File: src/rtl/nonrestoring_divider.sv
// Signed non-restoring divider: DATA_WIDTH iterations on operand magnitudes,
// then one correction/sign cycle and a one-cycle done pulse.
module nonrestoring_divider #(
    parameter int DATA_WIDTH = 32
) (
    input  logic                  clk,
    input  logic                  reset,
    input  logic                  start,
    input  logic [DATA_WIDTH-1:0] dividend,
    input  logic [DATA_WIDTH-1:0] divisor,
    output logic                  busy,
    output logic                  done,
    output logic                  div_by_zero,
    output logic [DATA_WIDTH-1:0] quotient,
    output logic [DATA_WIDTH-1:0] remainder
);
    localparam int W  = DATA_WIDTH;
    localparam int CW = $clog2(W + 1);

    typedef enum logic [1:0] {IDLE, CALC, FIX, DONE} state_t;

    state_t        state_q, state_d;
    logic [CW-1:0] count_q, count_d;
    logic [W:0]    prem_q, prem_d;      // two's-complement partial remainder, bit W is the sign
    logic [W-1:0]  aq_q, aq_d;          // dividend bits shift out of the top, quotient bits in at the bottom
    logic [W-1:0]  mag_q, mag_d;
    logic          qsign_q, qsign_d;
    logic          rsign_q, rsign_d;
    logic          dz_q, dz_d;
    logic          busy_q, busy_d;
    logic          done_q, done_d;
    logic          dbz_q, dbz_d;
    logic [W-1:0]  quot_q, quot_d;
    logic [W-1:0]  rem_q, rem_d;

    logic [W:0]    shifted;
    logic [W:0]    stepped;
    logic [W-1:0]  r_mag;

    always_comb begin
        state_d = state_q;
        count_d = count_q;
        prem_d  = prem_q;
        aq_d    = aq_q;
        mag_d   = mag_q;
        qsign_d = qsign_q;
        rsign_d = rsign_q;
        dz_d    = dz_q;
        busy_d  = busy_q;
        done_d  = 1'b0;
        dbz_d   = dbz_q;
        quot_d  = quot_q;
        rem_d   = rem_q;

        shifted = {prem_q[W-1:0], aq_q[W-1]};
        stepped = prem_q[W] ? (shifted + {1'b0, mag_q}) : (shifted - {1'b0, mag_q});
        r_mag   = prem_q[W] ? (prem_q[W-1:0] + mag_q) : prem_q[W-1:0];

        case (state_q)
            IDLE: begin
                busy_d = 1'b0;
                if (start) begin
                    // Negation of the most-negative value yields 2^(W-1) read as unsigned.
                    aq_d    = dividend[W-1] ? -dividend : dividend;
                    mag_d   = divisor[W-1] ? -divisor : divisor;
                    qsign_d = dividend[W-1] ^ divisor[W-1];
                    rsign_d = dividend[W-1];
                    dz_d    = (divisor == '0);
                    prem_d  = '0;
                    count_d = CW'(W);
                    busy_d  = 1'b1;
                    state_d = CALC;
                end
            end
            CALC: begin
                prem_d  = stepped;
                aq_d    = {aq_q[W-2:0], ~stepped[W]};
                count_d = count_q - 1'b1;
                if (count_q == CW'(1)) begin
                    state_d = FIX;
                end
            end
            FIX: begin
                quot_d  = dz_q ? '1 : (qsign_q ? -aq_q : aq_q);
                rem_d   = rsign_q ? -r_mag : r_mag;
                dbz_d   = dz_q;
                done_d  = 1'b1;
                state_d = DONE;
            end
            DONE: begin
                busy_d  = 1'b0;
                state_d = IDLE;
            end
            default: begin
                busy_d  = 1'b0;
                state_d = IDLE;
            end
        endcase
    end

    always_ff @(posedge clk) begin
        if (reset) begin
            state_q <= IDLE;
            count_q <= '0;
            prem_q  <= '0;
            aq_q    <= '0;
            mag_q   <= '0;
            qsign_q <= 1'b0;
            rsign_q <= 1'b0;
            dz_q    <= 1'b0;
            busy_q  <= 1'b0;
            done_q  <= 1'b0;
            dbz_q   <= 1'b0;
            quot_q  <= '0;
            rem_q   <= '0;
        end else begin
            state_q <= state_d;
            count_q <= count_d;
            prem_q  <= prem_d;
            aq_q    <= aq_d;
            mag_q   <= mag_d;
            qsign_q <= qsign_d;
            rsign_q <= rsign_d;
            dz_q    <= dz_d;
            busy_q  <= busy_d;
            done_q  <= done_d;
            dbz_q   <= dbz_d;
            quot_q  <= quot_d;
            rem_q   <= rem_d;
        end
    end

    assign busy        = busy_q;
    assign done        = done_q;
    assign div_by_zero = dbz_q;
    assign quotient    = quot_q;
    assign remainder   = rem_q;

endmodule

File: config.mk
export PLATFORM = sky130hd
export DESIGN_NAME = nonrestoring_divider
export DESIGN_NICKNAME = d
export VERILOG_FILES = /design/src/rtl/nonrestoring_divider.sv
export SDC_FILE = /design/constraint.sdc
export NUM_CORES = 1
export LEC_CHECK = 0
export ABC_AREA = 1
export ABC_CLOCK_PERIOD_IN_PS = 8200
export CAP_MARGIN = 20
export CORE_AREA = 3 3 143 214
export CTS_CLUSTER_SIZE = 8
export DETAILED_ROUTE_END_ITERATION = 8
export DIE_AREA = 0 0 146 217
export DONT_BUFFER_PORTS = 1
export GPL_TIMING_DRIVEN = 0
export PLACE_DENSITY = 0.72
export RECOVER_POWER = 50
export SLEW_MARGIN = 20
export SYNTH_ARGS = -nofsm -noshare
export SYNTH_HDL_FRONTEND = slang
export SYNTH_SLANG_ARGS = --single-unit
File: constraint.sdc
create_clock -name clk -period 8.2 [get_ports clk]
set_input_delay 2.05 -clock clk [delete_from_list [all_inputs] [get_ports clk]]
set_output_delay 2.05 -clock clk [all_outputs]
set_load 0.1 [all_outputs]
# After elaboration in Yosys (flattened, before gate mapping)

Index checks and enable logic that the tools add are counted.

Register bits: 175
Input bits: 67
Logic and storage cells: 55

$add $sub $neg: 8
Eq/ne operators: 6
Muxes and demuxes: 19
Bitwise operators: 2
Reductions and logical operators: 7

Operator list:

| operator            | number |
|---|---|
| $mux 32             | 7 |
| $neg 32->32         | 4 |
| $mux 33             | 2 |
| $pmux 33 s2         | 1 |
| $pmux 32 s2         | 1 |
| $add 33x32->33      | 1 |
| $sub 33x32->33      | 1 |
| $add 32x32->32      | 1 |
| $logic_not 32->1    | 1 |
| $pmux 6 s2          | 1 |
| $pmux 2 s4          | 1 |
| $eq 6x1->1 const B  | 1 |
| $mux 6              | 1 |
| $reduce_and 2->1    | 3 |
| $sub 6x1->6 const B | 1 |
| $eq 2x2->1 const B  | 2 |
| $mux 2              | 2 |
| $ne 2x2->1 const B  | 2 |
| $reduce_bool 2->1   | 2 |
| $eq 2x1->1 const B  | 1 |
| $logic_not 2->1     | 1 |
| $mux 1              | 2 |
| $pmux 1 s2          | 1 |
| $not 1->1           | 1 |
| $xor 1x1->1         | 1 |

# Depth between registers and ports, before layout

Gate-level depths: netlist (run 1).

Depth in word-level cells: 4
Mapped depth: 25
Depth with buffers taken out: 25

# Worst setup path before layout (run 1)

Ideal clock, no wire load.

Path type: input to register
Start: in divisor[1]
End: reg mag_q[28]
Library setup time: 115 ps
Arrival: 3701 ps
Data required time: 8085 ps
Path slack: 4383 ps
Cell stages on the path: 18
Path through: inv_1 > ha_1 > inv_1 > nor3_2 > inv_1 > nor2_1 > nand2_1 > inv_1 > nand3_1 > inv_1 > nand4_1 > nor2_1 > nand2_1 > nor2_1 > nor2_1 > xor2_1 > o21ai_0 > inv_1

Word-level cells in the longest chain between the ends: 2

Ends and longest elaborated chain:

| element              | line | RTL |
|---|---|---|
| start, declared      | 10   | `input logic [DATA_WIDTH-1:0] divisor,` |
| $neg 32->32          | 65   | `mag_d = divisor[W-1] ? -divisor : divisor;` |
| $mux 32              | 65   |  |
| end signal, assigned | 121  | `mag_q <= mag_d;` |
| end, declared        | 26   | `logic [W-1:0] mag_q, mag_d;` |

Every way passes these cells.
A chain may end at the register's enable or synchronous reset.

# Worst setup path in the final report (run 1)

Start: reg prem_q[32]
End: reg aq_q[0]

Word-level cells in the longest chain between the ends: 3

Ends and longest elaborated chain:

| element                | line | RTL |
|---|---|---|
| start, declared        | 24   | `logic [W:0] prem_q, prem_d;` |
| start signal, assigned | 119  | `prem_q <= prem_d;` |
| $mux 33                | 56   | `stepped = prem_q[W] ? (shifted + {1'b0, mag_q}) : (shifted - {1'b0, mag_q});` |
| $not 1->1              | 77   | `aq_d = {aq_q[W-2:0], ~stepped[W]};` |
| $pmux 32 s2            | 59   | `case (state_q)` |
| end signal, assigned   | 120  | `aq_q <= aq_d;` |
| end, declared          | 25   | `logic [W-1:0] aq_q, aq_d;` |

Every way passes these cells.

==> results.ini, run 1 <==
[placement]
hpwl_um=45600
post-place-ws_ns=3.43
placed_cell_area_mm2=0.0153
io_buffer_count=0
place_congestion=1.02

[yosys]
syn_nets=2603
synthArstFlopShare_pct=0
yosysWarnings=0
ys_ff_latch=175
synth_compound_area_share_pct=18.8
syn_inst=2460
synth_xor_area_share_pct=5.42
synth_simple_gate_area_share_pct=34.9
yosys-top-cells-count=nand2_1, inv_1, nor2_1
synth_flop_cell=dfxtp_1
seq_area_frac_synth_pct=23.6
synth-adder-area-share_pct=6.50
synth_area_mm2=0.0149
synth_top_area_share_pct=23.6
synth.most_common_cell=nand2_1
synthMuxAreaShare_pct=0.152
synth_cell_types=52
synth_top_family_by_area=simple AND/OR/NAND/NOR gates
avgSynthCellArea_um2=6.04
yosysTopAreaCell=dfxtp_1
synth_area_leaders=dfxtp_1, nand2_1, inv_1
synth_edf_count=0

[setup_path]
worstSetupPathType=flop to flop
start_kind=flop
required_ns=8.55
cp_max_fo=10
arrival_ns=5.27
end_kind=flop

[cells_and_area]
seqCellArea_mm2=0.00350
drive_gt1_share_pct=5.50
finalInstanceArea_mm2=0.0159
fillers=2983
area_growth_pct=7.14
nets=2622
n_antenna_cell=0
multi_input_area_mm2=0.00973

[routing]
drtIter0Drc=1077
wire_per_inst_um=19.2
drc_errors=0
via_per_inst=5.62
via_count=16200
ant_nets=0
drt_wl_total_um=55400
dr.pass1.iters=6

[run_status]
status=finished clean

[power]
peakVddDrop_uv=277
p_int_mw=2.85
pwr-share-seq_pct=32.8
p_comb_share_pct=54.8
finalPower_mw=7.04
switching_share_pct=59.5
p_sw_mw=4.19
powerDensity_mw_per_mm2=442
power_leakage_nw=7.71
pwr-share-clk_pct=12.4

[die]
num_rows=76
die_x_um=146
initial_core_util_pct=51.6
dieArea_mm2=0.0317
core_area_mm2=0.0288
io_pins=134
dieHeight_um=217

[timing]
clock_skew_ns=0.0115
min_period_ns=4.92
rsz0062_at_grt=no
hold_viol_final=0
slew_violations=0
slew_headroom_pct=27.3
finalSetupTns_ns=0
worst_slack_ns=3.28
fmax_mhz=203
setup_violations=0
tightest_slew_ns=1.09
fin_crit_sh_pct=60.0

[cts]
htree_levels=4
postCtsSetupRepairBufs=0
hold_buffers=0
cts-resized-gates=0
insertion_delay_ns=0.46
clk_path_buf_depth=2
clockRootBuffer=clkbuf_16
cts_tree=yes
clkSinkCount=175
cts_buffers=17
clkTransAtPathRegs_ns=0.07

[grt]
track_usage_pct=34.0
grt-ovfl-total=0
grt_start_max_net_pins=19
grt_first_pass_wirelength_um=84400
grt_pass1_vias=15700
antenna_found_initial=0

[min_path]
hold_path.class=flop to flop

[job]
cap_violations=0

stage by stage:
stage	hold WS [ns]	utilization [%]	std cells
2_1_floorplan	0.445	-	2460
3_3_place_gp	0.459	53.3	2850
3_5_place_dp	0.464	53.3	2850
4_1_cts	0.475	55.4	2882
5_1_grt	0.504	55.2	2882
6_report	0.473	55.2	2882
layout by cell type, fill, tap and decap left out, drive strengths merged, types with 4 or more instances in the layout:
cell type,n
nor2,260
nand4,26
o211ai,39
xnor2,29
nand3,158
o21bai,8
nor4,11
xor2,63
buf,11
o21a,5
nand2,653
inv,336
o221ai,9
o21ai,180
or2,45
o31ai,7
a211oi,4
clkbuf,90
a21oi,212
a31oi,22
nor3,43
ha,74
clkinv,5
dfxtp,175
area by class of cell:
class / instances / area share [%]
Multi-Input combinational cell: 1871 / 61.1
Sequential cell: 175 / 22.0
Inverter: 330 / 7.78
Buffer: 84 / 2.12
Clock inverter: 15 / 1.22
Tap cell: 390 / 3.07
Clock buffer: 17 / 2.67
kinds of logic (layout without fill, tap and decap cells):
logic type / Yosys count / count (layout)
compound gates: 498 / 498
flops: 175 / 175
simple gates: 1204 / 1204
fa+ha+maj: 76 / 76
buf+inv: 414 / 446
xor+xnor: 92 / 92
mux: 1 / 1
sequential cells by signal (all words and copies together), names as in the netlist, 2 cells and up:
signal,flops
aq_q,32
count_q,6
mag_q,32
prem_q,33
quotient,32
remainder,32
state_q,2
critical path, stage by stage (launching register included):
cell and delay, ns:
dfxtp_1 0.33, buf_6 0.14, buf_6 0.14, buf_2 0.25, buf_2 0.29, buf_2 0.32, clkbuf_1 0.56, nor2_1 0.13
xor2_1 0.17, ha_1 0.33, nand2_1 0.08, nand2_1 0.06, o21ai_0 0.16, o21ai_2 0.32, a21oi_1 0.18, o21ai_1 0.29
nand2_1 0.17, o21ai_1 0.28, nand2_1 0.11, nand3_1 0.10, nand3_1 0.18, o211a_1 0.20
power by group through the flow:
| stage | clock network (mW) | logic (mW) | registers [mW] |
|---|---|---|---|
| finish | 0.874 | 3.85 | 2.31 |
| global route | 0.911 | 4.32 | 2.32 |
| CTS | 0.874 | 3.85 | 2.29 |
| detailed placement | 0 | 3.82 | 2.30 |
| global placement | 0 | 3.77 | 2.30 |
| floorplan | 0 | 2.92 | 2.11 |
worst paths after layout:
| check | start | endpoint | slack, ns | depth (start not counted) |
|---|---|---|---|---|
| setup / recovery | prem_q[32] | aq_q[0] | 3.28 | 21 |
| hold / removal | aq_q[29] | aq_q[29] | 0.47 | 2 |
| setup reg to reg | prem_q[32] | aq_q[0] | 3.28 | 21 |
| hold reg to reg | aq_q[29] | aq_q[29] | 0.47 | 2 |
metal layers:
metal	vias to the layer above	global-route usage [%]	part of all wire, %
met5	-	0	0
met4	0	26.7	9.2
met3	220	7.14	6.2
met2	587	62.1	50
met1	7351	33.2	35
li1	8048	-	-
Power figures use the tool's default switching activity.
==> run 2: changes to the inputs <==
--- a/config.mk
+++ b/config.mk
@@ -6,7 +6,7 @@
 export NUM_CORES = 1
 export LEC_CHECK = 0
 export ABC_AREA = 1
-export ABC_CLOCK_PERIOD_IN_PS = 8200
+export ABC_CLOCK_PERIOD_IN_PS = 5000
 export CAP_MARGIN = 20
 export CORE_AREA = 3 3 143 214
 export CTS_CLUSTER_SIZE = 8
==> constraint.sdc (replaced) <==
create_clock -name clk -period 5 [get_ports clk]
set_input_delay 1.25 -clock clk [delete_from_list [all_inputs] [get_ports clk]]
set_output_delay 1.25 -clock clk [all_outputs]
set_load 0.1 [all_outputs]
==> run 2 against run 1 <==
Net effect:
- sequential share of layout area about the same
- clock-buffer cell count stayed put
- sequential cell count did not move
- register-to-register slack worse by 2.9 ns
- via count is 0.35% higher
- power increased by 64%
- first-iteration DRC count shrank 2.5%
- largest power group unchanged
==> results.ini, run 2 (synthesized netlist as in run 1, its figures left out) <==
[timing]
min_period_ns=4.63
worst_slack_ns=0.373
fmax_mhz=216
tightest_slew_ns=1.07
clock_skew_ns=0.0111
finalSetupTns_ns=0
hold_viol_final=0
slew_headroom_pct=28.3
fin_crit_sh_pct=92.5
rsz0062_at_grt=no
setup_violations=0
slew_violations=0
timing.hold.ws_ns=0.473

[cts]
hold_buffers=0
postCtsSetupRepairBufs=0
htree_levels=4
clkTransAtPathRegs_ns=0.07
clockRootBuffer=clkbuf_16
cts_tree=yes
clk_path_buf_depth=2
insertion_delay_ns=0.46
cts_buffers=17
clkSinkCount=175
cts-resized-gates=0

[grt]
track_usage_pct=34.0
grt_use_met2_pct=62.1
grt_pass1_vias=15700
grt-busiest-layer=met2
antenna_found_initial=0
grt-ovfl-total=0
met1_usage_pct=33.2
grt_start_max_net_pins=19
grtUsageMet3_pct=7.14
grt_first_pass_wirelength_um=84400

[die]
core_area_mm2=0.0288
num_rows=76
dieHeight_um=217
io_pins=134
die_x_um=146
dieArea_mm2=0.0317
initial_core_util_pct=51.6

[cells_and_area]
fillers=2981
drive_gt1_share_pct=5.54
nets=2621
area_growth_pct=7.00
top_register=prem_q
largest_reg_flops=33
n_antenna_cell=0
finalInstanceArea_mm2=0.0159
final_cell_mix=nand2_1, inv_1, nor2_1, a21oi_1, dfxtp_1
mostFrequentLayoutCell=nand2_1

[setup_path]
required_ns=5.35
start_kind=flop
cp_max_fo=10
end_kind=flop
worstSetupPathType=flop to flop
arrival_ns=4.98

[placement]
io_buffer_count=0
place_congestion=1.02
placed_cell_area_mm2=0.0153
post-place-ws_ns=0.226
hpwl_um=45600

[run_status]
status=finished clean

[routing]
via_count=16300
via_per_inst=5.64
drtIter0Drc=1050
drt_wl_total_um=55200
ant_nets=0
dr.pass1.iters=6
wire_per_inst_um=19.2
drc_errors=0

[power]
power_leakage_nw=7.70
powerDensity_mw_per_mm2=727
peakVddDrop_uv=448

[job]
cap_violations=0

[min_path]
hold_path.class=flop to flop

==> run 2: cell type report <==
type,instances,area (um2),area share (%)
multi-input cells,1871,9710,61.1
flip-flops and latches,175,3500,22.0
inverters,330,1240,7.79
well taps,390,488,3.07
clock buffers,17,425,2.68
plain buffers,83,335,2.11
clock inverters,15,194,1.22
==> run 2: worst paths after layout <==
path	depth (start not counted)	slack (ns)	startpoint	endpoint
worst max-delay path	20	0.37	prem_q[32]	aq_q[0]
worst min register to register	2	0.47	aq_q[29]	aq_q[29]
worst max register to register	20	0.37	prem_q[32]	aq_q[0]
worst min-delay path	2	0.47	aq_q[29]	aq_q[29]
==> run 2: metrics by stage <==
step	std cells	power, mW	utilization [%]
2_1_floorplan	2460	8.24	-
3_3_place_gp	2850	9.95	53.3
3_5_place_dp	2850	10.0	53.3
4_1_cts	2882	11.5	55.4
5_1_grt	2881	12.4	55.2
6_report	2881	11.6	55.2
==> run 2: routing by layer <==
layer	part of all wire, %	wire length, um
met1	35	19200
met2	50	27600
met3	6.1	3360
met4	9.2	5070
met5	0	0
==> run 2: worst max-delay path, cell delays in order (launching register included) <==
cell	delay, ns
dfxtp_1	0.31
buf_6	0.14
inv_2	0.11
clkbuf_1	0.47
clkbuf_1	0.47
clkbuf_2	0.38
nand2_1	0.08
o21ai_0	0.15
fa_1	0.26
nand2_1	0.07
nand2_1	0.06
o21ai_0	0.16
o21ai_2	0.32
a21oi_1	0.18
o21ai_1	0.30
nand2_1	0.17
o21ai_1	0.28
nand2_1	0.11
nand3_1	0.11
nand3_1	0.18
o211a_1	0.20
==> run 2: where the power goes <==
group	total [mW]	switching, mW	internal, mW
Clock	1.43	0.667	0.764
Combinational	6.35	4.25	2.10
Sequential	3.78	1.95	1.83
Total	11.6	6.87	4.69
